$ cat src/rtl/weight_pkg.sv
`default_nettype none
// weight_pkg: shared FSM state encoding and lane layout for the weight fetch controller.
package weight_pkg;

  localparam int LANES          = 4;
  localparam int BYTES_PER_WORD = 4;
  localparam int LANE_W         = BYTES_PER_WORD * 8;
  localparam int WORD_W         = LANES * LANE_W;

  localparam int LANE_A_LSB = 0 * LANE_W;
  localparam int LANE_B_LSB = 1 * LANE_W;
  localparam int LANE_C_LSB = 2 * LANE_W;
  localparam int LANE_D_LSB = 3 * LANE_W;

  typedef enum logic [2:0] {
    ST_IDLE  = 3'd0,
    ST_READ  = 3'd1,
    ST_WAIT  = 3'd2,
    ST_LOAD  = 3'd3,
    ST_SHIFT = 3'd4,
    ST_DONE  = 3'd5
  } state_t;

  function automatic logic [LANE_W-1:0] lane_word(input logic [WORD_W-1:0] w, input int lsb);
    return w[lsb +: LANE_W];
  endfunction

endpackage
`default_nettype wire

$ cat src/rtl/weight_fetch_ctrl.sv
`default_nettype none
// weight_fetch_ctrl: reads one 128-bit SRAM word per tile and drives the 4-lane feeder load/shift handshake.
// Optional WEIGHT_FETCH_PERF_EN adds a saturating stall_cnt output counting stalled SHIFT cycles.
module weight_fetch_ctrl
  import weight_pkg::*;
#(
  parameter int ADDR_W  = 10,
  parameter int MEM_LAT = 1
) (
  input  logic              clk,
  input  logic              rstn,
  input  logic              start,
  input  logic [ADDR_W-1:0] base_addr,
  input  logic [7:0]        num_tiles,
  input  logic              stall,
  output logic              busy,
  output logic              done,
  output logic              mem_rd_en,
  output logic [ADDR_W-1:0] mem_addr,
  input  logic [WORD_W-1:0] mem_rdata,
  output logic              wf_en_in,
  output logic              wf_en_out,
  output logic [LANE_W-1:0] wf_dinA,
  output logic [LANE_W-1:0] wf_dinB,
  output logic [LANE_W-1:0] wf_dinC,
`ifdef WEIGHT_FETCH_PERF_EN
  output logic [15:0]       stall_cnt,
`endif
  output logic [LANE_W-1:0] wf_dinD
);

  state_t            r_state;
  state_t            w_state_nxt;
  logic [ADDR_W-1:0] r_base;
  logic [7:0]        r_num_tiles;
  logic [7:0]        r_tile_idx;
  logic [1:0]        r_shift_cnt;
  logic [1:0]        r_lat_cnt;
  logic [7:0]        w_tile_inc;
  logic              w_start_acc;
  logic              w_last_shift;
  logic              w_last_tile;
  logic              w_lat_done;
  logic [ADDR_W-1:0] w_rd_addr;

  assign wf_en_out    = (r_state == ST_SHIFT) && !stall;
  assign w_start_acc  = (r_state == ST_IDLE) && start;
  assign w_tile_inc   = r_tile_idx + 8'd1;
  assign w_last_tile  = (w_tile_inc == r_num_tiles);
  assign w_last_shift = wf_en_out && (r_shift_cnt == 2'd3);
  assign w_lat_done   = (r_lat_cnt == 2'(MEM_LAT - 1));
  // From IDLE the first read uses the live base; later reads use the next tile index.
  assign w_rd_addr    = (r_state == ST_IDLE) ? base_addr : r_base + ADDR_W'(w_tile_inc);

  always_comb begin
    w_state_nxt = r_state;
    case (r_state)
      ST_IDLE:  if (start) w_state_nxt = (num_tiles != 8'd0) ? ST_READ : ST_DONE;
      ST_READ:  w_state_nxt = ST_WAIT;
      ST_WAIT:  if (w_lat_done) w_state_nxt = ST_LOAD;
      ST_LOAD:  w_state_nxt = ST_SHIFT;
      ST_SHIFT: if (w_last_shift) w_state_nxt = w_last_tile ? ST_DONE : ST_READ;
      ST_DONE:  w_state_nxt = ST_IDLE;
      default:  w_state_nxt = ST_IDLE;
    endcase
  end

  // Registered outputs are decoded from the next state so they line up with the state they belong to.
  always_ff @(posedge clk or negedge rstn) begin
    if (!rstn) begin
      r_state     <= ST_IDLE;
      busy        <= 1'b0;
      done        <= 1'b0;
      mem_rd_en   <= 1'b0;
      mem_addr    <= '0;
      wf_en_in    <= 1'b0;
      wf_dinA     <= '0;
      wf_dinB     <= '0;
      wf_dinC     <= '0;
      wf_dinD     <= '0;
      r_base      <= '0;
      r_num_tiles <= '0;
      r_tile_idx  <= '0;
      r_shift_cnt <= '0;
      r_lat_cnt   <= '0;
    end else begin
      r_state   <= w_state_nxt;
      busy      <= (w_state_nxt != ST_IDLE);
      done      <= (w_state_nxt == ST_DONE);
      mem_rd_en <= (w_state_nxt == ST_READ);
      wf_en_in  <= (w_state_nxt == ST_LOAD);
      if (w_state_nxt == ST_READ) mem_addr <= w_rd_addr;

      if (w_start_acc) begin
        r_base      <= base_addr;
        r_num_tiles <= num_tiles;
        r_tile_idx  <= '0;
        r_shift_cnt <= '0;
      end else begin
        if (w_last_shift && !w_last_tile) r_tile_idx <= w_tile_inc;
        if (wf_en_out) r_shift_cnt <= r_shift_cnt + 2'd1;
      end

      if (r_state == ST_READ)      r_lat_cnt <= '0;
      else if (r_state == ST_WAIT) r_lat_cnt <= r_lat_cnt + 2'd1;

      if ((r_state == ST_WAIT) && w_lat_done) begin
        wf_dinA <= lane_word(mem_rdata, LANE_A_LSB);
        wf_dinB <= lane_word(mem_rdata, LANE_B_LSB);
        wf_dinC <= lane_word(mem_rdata, LANE_C_LSB);
        wf_dinD <= lane_word(mem_rdata, LANE_D_LSB);
      end
    end
  end

`ifdef WEIGHT_FETCH_PERF_EN
  always_ff @(posedge clk or negedge rstn) begin
    if (!rstn)
      stall_cnt <= '0;
    else if (w_start_acc)
      stall_cnt <= '0;
    else if ((r_state == ST_SHIFT) && stall && (stall_cnt != 16'hFFFF))
      stall_cnt <= stall_cnt + 16'd1;
  end
`endif

endmodule
`default_nettype wire

$ cat config.mk
export PLATFORM = sky130hd
export DESIGN_NAME = weight_fetch_ctrl
export DESIGN_NICKNAME = d
export VERILOG_FILES = /design/src/rtl/weight_pkg.sv /design/src/rtl/weight_fetch_ctrl.sv
export SDC_FILE = /design/constraint.sdc
export NUM_CORES = 1
export LEC_CHECK = 0
export ABC_CLOCK_PERIOD_IN_PS = 3380
export BUFFER_PORTS_ARGS = -buffer_cell sky130_fd_sc_hd__buf_4
export CAP_MARGIN = 20
export CELL_PAD_IN_SITES_DETAIL_PLACEMENT = 1
export CELL_PAD_IN_SITES_GLOBAL_PLACEMENT = 1
export CORE_MARGIN = 2
export CORE_UTILIZATION = 38
export CTS_CLUSTER_DIAMETER = 150
export DETAILED_ROUTE_END_ITERATION = 12
export GPL_TIMING_DRIVEN = 0
export PLACE_DENSITY = 0.9
export SYNTH_ARGS = -nofsm -noshare
export SYNTH_HDL_FRONTEND = slang
export SYNTH_SLANG_ARGS = --single-unit
$ cat constraint.sdc
create_clock -name clk -period 3.38 [get_ports clk]
set_clock_uncertainty 0.2 [all_clocks]
set_input_delay 0.338 -clock clk [delete_from_list [all_inputs] [get_ports clk]]
set_output_delay 0.338 -clock clk [all_outputs]
set_load 0.02 [all_outputs]
==> Flow_metrics.wiki <==
{| class="wikitable"
! Metric !! Value
|-
| Run status || completed
|-
| Path type of the worst min-delay path || input pin to flop
|-
| Die X || 144 um
|-
| Min Tclk post-route || 3.19 ns
|-
| Via density || 4.98
|-
| Post-route clock period utilization || 0.943
|-
| Final RePlAce weighted congestion || 0.819
|-
| Cells after synthesis || 566
|-
| Clk sink count || 175
|-
| CTS Root Cell || clkbuf_16
|-
| Setup crit end kind || flop
|-
| Longest Clk Path Bufs || 2
|-
| Cell variety after synth || 50
|-
| Avg Synthesized Cell Area || 13.2 sq um
|-
| Startpoint-to-endpoint class of the critical path || flop to flop
|-
| P&R area growth vs syn || 61.7%
|-
| Leakage || 0.00578 uW
|-
| Total Nets Final || 1187
|-
| Number of setup violations in the final report || 0
|-
| 1st-pass router iterations || 4
|-
| Vert. Die Dim || 144 um
|-
| Number of slew-limit violations in the final report || 0
|-
| Arrival time reported for the critical path endpoint || 3.29 ns
|-
| Skew-Pair Late Insertion Delay || 0.43 ns
|-
| Most frequently used flop master after synthesis || dfrtp_1
|-
| Slew at the pin closest to its max-slew limit || 0.739 ns
|-
| Async set-or-reset flop fraction in the synthesized netlist || 1.00
|-
| RSZ-0062 raised after global routing || false
|-
| Estimated wirelength of the detail-placed design || 18.2 mm
|-
| Setup TNS || 0 ns
|-
| Final Routed Wirelength || 31.0 mm
|-
| Share of cells above drive strength 1 || 0.476
|-
| Post-CTS Setup Bufs || 0
|-
| Worst setup SP type || flop
|-
| Reported max-cap violation count || 0
|-
| # rows || 51
|-
| Buffers on Ports || 292
|-
| IO Pins || 293
|-
| Initial Util || 0.386
|-
| Clock Pin Slew Worst Setup and Hold Paths || 0.07 ns
|-
| Syn_nets || 728
|-
| Flop and latch count out of synthesis || 175
|-
| Worst supply voltage drop on vdd || 470 uV
|-
| Data required time at the worst endpoint || 3.49 ns
|-
| First-pass GRT wire length || 45.0 mm
|-
| Remaining design rule violation count || 0
|-
| Via count || 6487
|-
| Routed wirelength normalized by instance count || 23.8 um
|-
| Total power of the final layout || 11800 uW
|-
| Share of the yosys chip area belonging to registers || 0.585
|-
| Worst Path Max Fanout || 6
|-
| Worst hold slack across all endpoints || 0.0647 ns
|-
| Maximum number of pins on one net before global-route repair || 97
|-
| H-tree depth || 4
|-
| Fill cell instance count of the final layout || 2000
|-
| Rel. slew slack || 0.504
|-
| Antenna violations before repair || 1
|-
| Synthesized area || 0.00748 sq mm
|-
| Hold violation total from the final report || 0
|-
| Clock tree from TritonCTS || built
|-
| Number of violations reported at the end of detailed-routing iteration 0 || 297
|-
| Max Freq || 314 MHz
|-
| Vias in the first global route || 7437
|-
| ANT nets after route || 0
|-
| Synthesis Warnings || 0
|-
| Total routing resource utilization after global routing || 0.298
|-
| GR Overflow Total || 0
|-
| Number of buffers added by the clock tree synthesis step || 17
|-
| Core footprint || 0.0194 sq mm
|-
| Total power per unit cell area || 972 mW/mm^2
|-
| Area enclosed by the die boundary || 0.0208 sq mm
|-
| EDFF count, synth || 0
|}
-- power by group --
part | switching (uW) | leakage [uW] | internal (uW)
logic | 3150 | 0.00339 | 2750
registers | 756 | 0.00211 | 3120
clock network | 946 | 0.000279 | 1040
-- layer usage --
| layer | GRT usage | routed length [um] | up-vias |
|---|---|---|---|
| met5 | 0 | 0 | - |
| li1 | - | - | 2879 |
| met3 | 0.0609 | 1510 | 79 |
| met4 | 0.167 | 1460 | 0 |
| met1 | 0.318 | 11000 | 3279 |
| met2 | 0.548 | 17000 | 250 |
-- path summary, 6_finish.rpt --
check	start	end	slack (ns)	cells after the start
max in group asynchronous	rstn	wf_dinC[5]$_DFFE_PN0P_	1.78	3
worst max register to register	r_tile_idx[0]$_DFFE_PN0P_	mem_addr[8]$_DFFE_PN0N_	0.19	11
worst min register to register	r_base[4]$_DFFE_PN0P_	r_base[4]$_DFFE_PN0P_	0.30	2
worst max-delay path	r_tile_idx[0]$_DFFE_PN0P_	mem_addr[8]$_DFFE_PN0N_	0.19	11
worst min-delay path	stall	r_shift_cnt[0]$_DFFE_PN0P_	0.06	4
min in group asynchronous	rstn	r_num_tiles[3]$_DFFE_PN0P_	0.27	2
-- cell usage in the layout (no fill, tap or decap), drive strengths merged, types with 11 or more instances in the layout --
| cell | n |
|---|---|
| clkbuf | 26 |
| nor2 | 18 |
| ha | 11 |
| o21ai | 14 |
| buf | 312 |
| dfrtp | 175 |
| a21oi | 11 |
| mux2 | 139 |
| dlygate4sd3 | 147 |
| inv | 18 |
| xor2 | 11 |
| nand2 | 79 |
-- flip-flops by register name (all words and copies together), names as in the netlist, 2 cells and up --
register     flops
mem_addr        10
r_base          10
r_lat_cnt        2
r_num_tiles      8
r_shift_cnt      2
r_state          3
r_tile_idx       8
wf_dinA         32
wf_dinB         32
wf_dinC         32
wf_dinD         32
-- area by class of cell --
type	instances	area [sq um]	share of cell area
Sequential cell	175	4380	0.362
Timing Repair Buffer	440	3700	0.306
Multi-Input combinational cell	354	2940	0.243
Clock buffer	17	425	0.0352
Tap cell	265	332	0.0274
Clock inverter	14	148	0.0122
Buffer	28	140	0.0116
Inverter	9	33.8	0.00279
Antenna cell	1	2.50	0.000207
-- metrics by stage --
step                area, sq um  utilization  instances  setup slack (ns)
floorplan                  7480            -        566             0.486
global placement          10000        0.516       1123             0.238
detailed placement        10000        0.518       1124             0.180
CTS                       12100        0.623       1302            0.0871
global route              12100        0.624       1303           0.00502
finish                    12100        0.624       1303             0.193
-- worst max-delay path: stages (launching register included) --
cell and delay (ns):
dfrtp_1 0.47, ha_2 0.30, nand3_2 0.16, xnor2_2 0.23, ha_1 0.32, nand2_1 0.09, o21ai_1 0.11, or4_1 0.42
a31oi_1 0.22, xor2_1 0.17, o21ai_0 0.09, mux2_4 0.27
-- cells in the mapped netlist, types with 2 or more instances --
| cell | n | area share |
|---|---|---|
| ha_1 | 11 | 0.018 |
| mux2_2 | 130 | 0.20 |
| buf_4 | 3 | 0.0030 |
| nor3_1 | 8 | 0.0054 |
| buf_1 | 2 | 0.0010 |
| nor2b_1 | 2 | 0.0017 |
| buf_2 | 13 | 0.0087 |
| clkbuf_1 | 9 | 0.0045 |
| nor4_2 | 2 | 0.0033 |
| nand3_2 | 2 | 0.0027 |
| nand2b_1 | 3 | 0.0025 |
| a21o_1 | 3 | 0.0030 |
| a211o_1 | 2 | 0.0023 |
| mux2i_1 | 3 | 0.0040 |
| a21oi_1 | 11 | 0.0074 |
| dfrtp_1 | 175 | 0.59 |
| nand2_1 | 79 | 0.040 |
| xor2_1 | 10 | 0.012 |
| o21bai_1 | 2 | 0.0020 |
| a31oi_1 | 4 | 0.0033 |
| nor4_1 | 2 | 0.0017 |
| o31ai_1 | 2 | 0.0020 |
| o21ai_0 | 12 | 0.0080 |
| nor2_1 | 18 | 0.0090 |
| inv_1 | 9 | 0.0045 |
| xnor2_1 | 9 | 0.011 |
| mux2_4 | 9 | 0.018 |
| xnor3_1 | 3 | 0.0090 |
| nand3_1 | 7 | 0.0047 |
-- logic make-up after synthesis --
kind of cell / synth area share
compound gates: 0.0398
xor+xnor: 0.0334
fa+ha+maj: 0.0211
buf+inv: 0.0232
flops: 0.585
mux: 0.218
simple gates: 0.0796
-- repair_timing --
action                     in CTS  in global routing
setup endpoints to repair       0                  2
gates resized for setup         0                  3
hold buffers                  147                  0
hold endpoints to repair      225                  0
Note: power is estimated with default switching activity, not from simulation.
